$ cat src/rtl/alu_pipe_pkg.sv
// Shared types for alu_pipe: opcode and FSM state encodings.
package alu_pipe_pkg;

   localparam int unsigned OP_W = 3;

   typedef enum logic [OP_W-1:0] {
      OP_ADD  = 3'b000,
      OP_SUB  = 3'b001,
      OP_XNOR = 3'b010,
      OP_SHR  = 3'b011,
      OP_SHL  = 3'b100,
      OP_AND  = 3'b101,
      OP_OR   = 3'b110,
      OP_MUL  = 3'b111
   } op_e;

   typedef enum logic [1:0] {
      ST_IDLE = 2'd0,
      ST_MUL  = 2'd1,
      ST_DONE = 2'd2
   } state_e;

endpackage

$ cat src/rtl/alu_pipe_mul.sv
// Iterative shift-add multiplier: first partial product on start, W steps total,
// done pulses for one cycle with product valid.
module alu_pipe_mul
   import alu_pipe_pkg::*;
#(
   parameter int unsigned W = 3
) (
   input  logic           clk,
   input  logic           rst_n,
   input  logic           start,
   input  logic [W-1:0]   a,
   input  logic [W-1:0]   b,
   output logic           busy,
   output logic           done,
   output logic [2*W-1:0] product
);

   localparam int unsigned RW    = 2 * W;
   localparam int unsigned CNT_W = $clog2(W + 1);

   logic [RW-1:0]    acc;
   logic [RW-1:0]    mcand;
   logic [W-1:0]     mplier;
   logic [CNT_W-1:0] cnt;

   assign product = acc;

   // Step 1 folds into the start cycle so the final step lands W-1 cycles later.
   always_ff @(posedge clk or negedge rst_n) begin
      if (!rst_n) begin
         acc    <= '0;
         mcand  <= '0;
         mplier <= '0;
         cnt    <= '0;
         busy   <= 1'b0;
         done   <= 1'b0;
      end else begin
         done <= 1'b0;
         if (start) begin
            acc    <= b[0] ? RW'(a) : '0;
            mcand  <= RW'(a) << 1;
            mplier <= b >> 1;
            cnt    <= CNT_W'(W - 1);
            busy   <= 1'b1;
         end else if (busy) begin
            acc    <= acc + (mplier[0] ? mcand : '0);
            mcand  <= mcand << 1;
            mplier <= mplier >> 1;
            cnt    <= cnt - CNT_W'(1);
            if (cnt == CNT_W'(1)) begin
               busy <= 1'b0;
               done <= 1'b1;
            end
         end
      end
   end

endmodule

$ cat src/rtl/alu_pipe.sv
// Small pipelined ALU with valid/ready handshake. Define ALU_PIPE_MUL_EN to
// enable the iterative multiplier; otherwise opcode 111 returns an error result.
module alu_pipe
   import alu_pipe_pkg::*;
#(
   parameter int unsigned W = 3
) (
   input  logic           clk,
   input  logic           rst_n,
   input  logic           in_valid,
   output logic           in_ready,
   input  logic [W-1:0]   in_a,
   input  logic [W-1:0]   in_b,
   input  logic [2:0]     in_op,
   output logic           out_valid,
   input  logic           out_ready,
   output logic [2*W-1:0] out_result,
   output logic           out_carry,
   output logic           out_zero,
   output logic           out_err
);

   localparam int unsigned RW = 2 * W;

   state_e        state;
   op_e           op;
   logic          accept;
   logic          mul_idle;
   logic [W:0]    sum_v;
   logic [W-1:0]  diff_v, xnor_v, shr_v, shl_v, and_v, or_v;
   logic [RW-1:0] alu_res;
   logic          alu_carry;
   logic          alu_err;
   logic          alu_zero;

`ifdef ALU_PIPE_MUL_EN
   logic          mul_busy;
   logic          mul_done;
   logic [RW-1:0] mul_product;

   alu_pipe_mul #(.W(W)) u_mul (
      .clk     (clk),
      .rst_n   (rst_n),
      .start   (accept && (op == OP_MUL)),
      .a       (in_a),
      .b       (in_b),
      .busy    (mul_busy),
      .done    (mul_done),
      .product (mul_product)
   );

   assign mul_idle = !mul_busy;
`else
   assign mul_idle = 1'b1;
`endif

   assign op       = op_e'(in_op);
   assign in_ready = mul_idle && ((state == ST_IDLE) || (state == ST_DONE && out_ready));
   assign accept   = in_valid && in_ready;

   // W-bit intermediates keep each op's result truncated before zero-extension.
   assign sum_v  = {1'b0, in_a} + {1'b0, in_b};
   assign diff_v = in_a - in_b;
   assign xnor_v = ~(in_a ^ in_b);
   assign shr_v  = in_a >> 1;
   assign shl_v  = in_a << 1;
   assign and_v  = in_a & in_b;
   assign or_v   = in_a | in_b;

   // Single-cycle datapath, captured into the output register on acceptance.
   always_comb begin
      alu_res   = '0;
      alu_carry = 1'b0;
      alu_err   = 1'b0;
      case (op)
         OP_ADD:  begin alu_res = RW'(sum_v); alu_carry = sum_v[W]; end
         OP_SUB:  begin alu_res = RW'(diff_v); alu_carry = (in_a < in_b); end
         OP_XNOR: alu_res = RW'(xnor_v);
         OP_SHR:  alu_res = RW'(shr_v);
         OP_SHL:  alu_res = RW'(shl_v);
         OP_AND:  alu_res = RW'(and_v);
         OP_OR:   alu_res = RW'(or_v);
`ifdef ALU_PIPE_MUL_EN
         OP_MUL:  alu_res = '0;
`else
         OP_MUL:  alu_err = 1'b1;
`endif
         default: alu_res = '0;
      endcase
   end

   assign alu_zero = (alu_res == '0);

   // Control FSM with registered result outputs.
   always_ff @(posedge clk or negedge rst_n) begin
      if (!rst_n) begin
         state      <= ST_IDLE;
         out_valid  <= 1'b0;
         out_result <= '0;
         out_carry  <= 1'b0;
         out_zero   <= 1'b0;
         out_err    <= 1'b0;
      end else begin
         case (state)
            ST_IDLE, ST_DONE: begin
               if (accept) begin
`ifdef ALU_PIPE_MUL_EN
                  if (op == OP_MUL) begin
                     state     <= ST_MUL;
                     out_valid <= 1'b0;
                  end else
`endif
                  begin
                     state      <= ST_DONE;
                     out_valid  <= 1'b1;
                     out_result <= alu_res;
                     out_carry  <= alu_carry;
                     out_zero   <= alu_zero;
                     out_err    <= alu_err;
                  end
               end else if (state == ST_DONE && out_ready) begin
                  state     <= ST_IDLE;
                  out_valid <= 1'b0;
               end
            end
`ifdef ALU_PIPE_MUL_EN
            ST_MUL: begin
               if (mul_done) begin
                  state      <= ST_DONE;
                  out_valid  <= 1'b1;
                  out_result <= mul_product;
                  out_carry  <= 1'b0;
                  out_zero   <= (mul_product == '0);
                  out_err    <= 1'b0;
               end
            end
`endif
            default: begin
               state     <= ST_IDLE;
               out_valid <= 1'b0;
            end
         endcase
      end
   end

endmodule

$ cat config.mk
export PLATFORM = sky130hd
export DESIGN_NAME = alu_pipe
export DESIGN_NICKNAME = d
export VERILOG_FILES = /design/src/rtl/alu_pipe_pkg.sv /design/src/rtl/alu_pipe_mul.sv /design/src/rtl/alu_pipe.sv
export SDC_FILE = /design/constraint.sdc
export NUM_CORES = 1
export LEC_CHECK = 0
export CORE_UTILIZATION = 45
export CTS_CLUSTER_SIZE = 10
export DETAILED_ROUTE_END_ITERATION = 8
export MAX_ROUTING_LAYER = met4
export PLACE_DENSITY_LB_ADDON = 0.15
export SYNTH_ARGS = -nofsm -noshare
export SYNTH_HDL_FRONTEND = slang
export SYNTH_SLANG_ARGS = --single-unit
$ cat constraint.sdc
create_clock -name clk -period 1.7 [get_ports clk]
set_input_delay 0.34 -clock clk [delete_from_list [all_inputs] [get_ports clk]]
set_output_delay 0.34 -clock clk [all_outputs]
set_load 0.01 [all_outputs]
* Word level (Yosys, flattened, before mapping)
Index checks and enable logic that the tools add are counted.
Cells by class: $add $sub $neg 2, magnitude comparators 1, bitwise logic cells 4, reduce and logical (&&, ||, !) cells 8, equality and inequality tests 9, muxes and demuxes 9
Operator list (number):
- $pmux 4 s7 | 1
- $eq 3x3->1 const B | 4
- $eq 3x2->1 const B | 2
- $logic_not 6->1 | 1
- $mux 2 | 3
- $add 3x3->4 | 1
- $mux 1 | 4
- $and 3x3->3 | 1
- $eq 3x1->1 const B | 1
- $logic_not 3->1 | 1
- $lt 3x3->1 | 1
- $ne 3x3->1 const B | 1
- $not 3->3 | 1
- $or 3x3->3 | 1
- $sub 3x3->3 | 1
- $xor 3x3->3 | 1
- $eq 2x2->1 const B | 1
- $logic_and 1x1->1 | 2
- $logic_not 2->1 | 1
- $pmux 1 s2 | 1
- $reduce_and 2->1 | 1
- $reduce_or 2->1 | 1
- $logic_or 1x1->1 | 1
Storage, ports and cells: register bits 12, output and inout port bits 11

* Logic depth before layout (Yosys ltp)
depth after elaboration 6, mapped depth 8, depth with buffers taken out 8

* Least setup slack after synthesis
No wires, ideal clock.
path type input-to-reg, start point input in_a[0], end point register out_result[1], buffers on the path 0, stages 8, arrival time 1.855 ns, setup time 0.125 ns, required time 1.575 ns, slack -0.279 ns, cells stage by stage inv_1 -> ha_1 -> inv_1 -> fa_1 -> mux4_2 -> nand2_1 -> o21ai_1 -> mux2_2
Between the ends: word-level cells in the longest chain between the ends 2, elaborated cells on any way between the ends 3, those cells by class add/sub: 2; mux: 1
Ends and longest elaborated chain:
- start: declaration | RTL line alu_pipe.sv:12 | input logic [W-1:0] in_a,
- $sub 3x3->3 / $add 3x3->4 (equally long branches) | RTL line alu_pipe.sv:63, alu_pipe.sv:62
- $pmux 4 s7 (*) | RTL line alu_pipe.sv:75 | case (op)
- end signal: assignment | RTL line alu_pipe.sv:116 | out_result <= alu_res;
- end: declaration | RTL line alu_pipe.sv:17 | output logic [2*W-1:0] out_result,
Every way passes the cells marked *; elsewhere a longest branch is shown, timed or not. A chain may end at the register's enable or synchronous reset.

* Final worst setup path
Same ends and word-level chain as after synthesis.

==> results.toml <==
[status]
status = "finished with violations"
violations = "setup timing"

[power]
p_per_area_mw_per_mm2 = 584
p_leak_nw = 0.587
peakVddDrop_uv = 585
power_mw = 0.727

[routing]
wl_per_cell_um = 15.8
viasPerCell = 5.32
num_vias = 739
remaining_drc_errors = 0
drtIter0Drc = 17
detail-route-antenna-nets = 0
routed_wirelength_um = 2200
dr.pass1.iters = 4

[cells_and_area]
drive_gt1_share_pct = 43.9
diodes = 0
nets = 149
utilization_pct = 80.8
area_growth_syn_to_layout_pct = 62.8

[timing]
setup_violations = 3
slew_viol_final = 0
hold-worst-slack_ns = 0.365
max_freq_mhz = 551
hold_viol = 0
period_needed_ns = 1.82
rsz0062_at_grt = "true"
clock_skew_ns = 0.00231
timing.final.crit_share_pct = 107
setup-tns-final_ns = -0.170
setup_slack_ns = -0.116

[floorplan]
die_h_um = 43.2
dieArea_mm2 = 0.00187
die_w_um = 43.2
core_region_area_mm2 = 0.00154
rows = 14
ioPinCount = 24
start_util_pct = 49.6

[setup_path]
worstPathRequired_ns = 1.84
crit_fanout = 3
rrSetupSlack_ns = 0.42
worstPathCellList = "buf_8 -> inv_4 -> ha_4 -> inv_2 -> fa_2 -> mux4_2 -> nand2_2 -> o21ai_2 -> mux2_4"
critPathArrivalTime_ns = 1.95
crit_type = "in2reg"
worstSetupEndpointType = "flop"
cp-start-kind = "primary input"
cp_slowest_cell = "mux4_2"
cpPeakStageDelay_ns = 0.48

[global_route]
grt_max_degree = 9
grt.overflow.total = 0
grt_pass1_vias = 720
track_usage_pct = 25.3
grt_pass1_wl_um = 3350
antenna_found_initial = 0

[synthesis]
ys_types = 40
ys.flop_type = "dfrtp_1"
synth_cells = 78
synth.avg_cell_area_um2 = 9.80
synth_edf_count = 0
async_reset_ff_share_pct = 100
ys_ff_latch = 8
yosysSeqAreaShare_pct = 26.2
syn_area_um2 = 764
ys_warn_count = 0

[clock_network]
path_clk_slew_ns = 0.05
clock-sinks = 8
h-tree-depth = 1
numCtsBuffers = 3
cts_root_buffer = "clkbuf_4"
cts_tree = "done"
cts_max_path_buffers = 2
worstSkewPairLatency_ns = 0.25
hold_buffers = 0

[placed_design]
pre_cts_slack_ns = -0.845
finalWeightedCongestion = 0.827
port_buffers = 21
hpwl_um = 1530

[flow_run]
maxCapViolCount = 0

[worst_hold_path]
hold_class = "in2async"
critical path: cells and delay by family:
kind	cells	cell delay, ns
AOI/OAI and AO/OA	1	0.06
adders and majority gates	2	0.58
buffers and inverters	3	0.18
muxes	2	0.73
and+or+nand+nor	1	0.07
per-stage QoR:
stage,cell area [um^2],std cells
floorplan,796,79
global placement,1140,132
detailed placement,1140,132
CTS,1220,137
global route,1240,139
finish,1240,139
sequential cells by signal, summed over array words and instances (netlist names):
name / count
out_result: 4
out_err: 1
out_carry: 1
out_valid: 1
out_zero: 1
Yosys cell counts, types with 2 or more instances:
master    number  area, um^2
buf_4          2        15.0
buf_6          2        22.5
dfrtp_1        8         200
fa_1           2        40.0
ha_1           9         113
inv_1          8        30.0
mux2_2         3        33.8
nand2_1        7        26.3
nand2b_1       2        12.5
nor2_1         3        11.3
nor2b_1        2        12.5
o21a_1         2        15.0
what timing repair did:
item	in CTS	in global routing
resized for setup	33	5
endpoints found under the setup margin	7	4
setup buffers	2	2
hold endpoints to repair	0	0
pin swaps	3	6
cells in the final DEF, fill, tap and decap left out, types with 2 or more instances in the layout:
master,synthesis,layout
buf_2,1,2
buf_4,2,25
buf_6,2,2
clkbuf_4,0,3
clkdlybuf4s50_1,0,12
conb_1,1,2
dfrtp_1,8,8
dlygate4sd2_1,0,4
fa_2,0,2
ha_1,9,5
ha_4,0,4
inv_1,8,3
inv_2,0,4
mux2_4,0,2
nand2_1,7,6
nand2b_1,2,2
nor2_1,3,3
nor2b_1,2,2
o21a_1,2,2
cell type report:
cell class                 instances  area (um^2)
inverter                           8         32.5
timing repair buffer              47          403
tap                               16         20.0
sequential                         8          200
multi-input combinational         57          567
clock buffer                       3         22.5
fill                              95          297
power by group:
group          switching (mW)  internal (mW)
Clock                  0.0622         0.0806
Sequential             0.0175          0.220
Combinational           0.145          0.201
Total                   0.225          0.502
metal layers:
layer | vias to the layer above | global-route usage (%) | wire length (um)
met2 | 30 | 42.1 | 1120
met4 | 0 | 3.64 | 31
met3 | 6 | 5.11 | 104
li1 | 358 | - | -
met5 | - | - | 0
met1 | 345 | 32.5 | 944
cells by family (layout without fill, tap and decap cells):
| kind of cell | after synthesis | after routing | share of synthesized area (%) |
|---|---|---|---|
| muxes | 4 | 4 | 7.36 |
| AOI/OAI and AO/OA | 17 | 17 | 18.2 |
| other | 1 | 2 | 0.491 |
| and+or+nand+nor | 21 | 21 | 15.5 |
| buffers and inverters | 14 | 58 | 9.98 |
| DFF | 8 | 8 | 26.2 |
| xor gates and xnor gates | 2 | 2 | 2.29 |
| adders and majority gates | 11 | 11 | 20.0 |
worst paths after layout:
path,from,to,depth (start not counted)
max in group asynchronous,rst_n,out_carry$_DFFE_PN0P_,1
max,in_a[0],out_result[1]$_DFFE_PN0P_,9
min in group clk,out_err$_DFFE_PN0P_,out_err$_DFFE_PN0P_,2
min reg2reg,out_err$_DFFE_PN0P_,out_err$_DFFE_PN0P_,2
max reg2reg,out_valid$_DFFE_PN0P_,out_zero$_DFFE_PN0P_,5
min,rst_n,out_result[1]$_DFFE_PN0P_,1
Power figures use the tool's default switching activity.
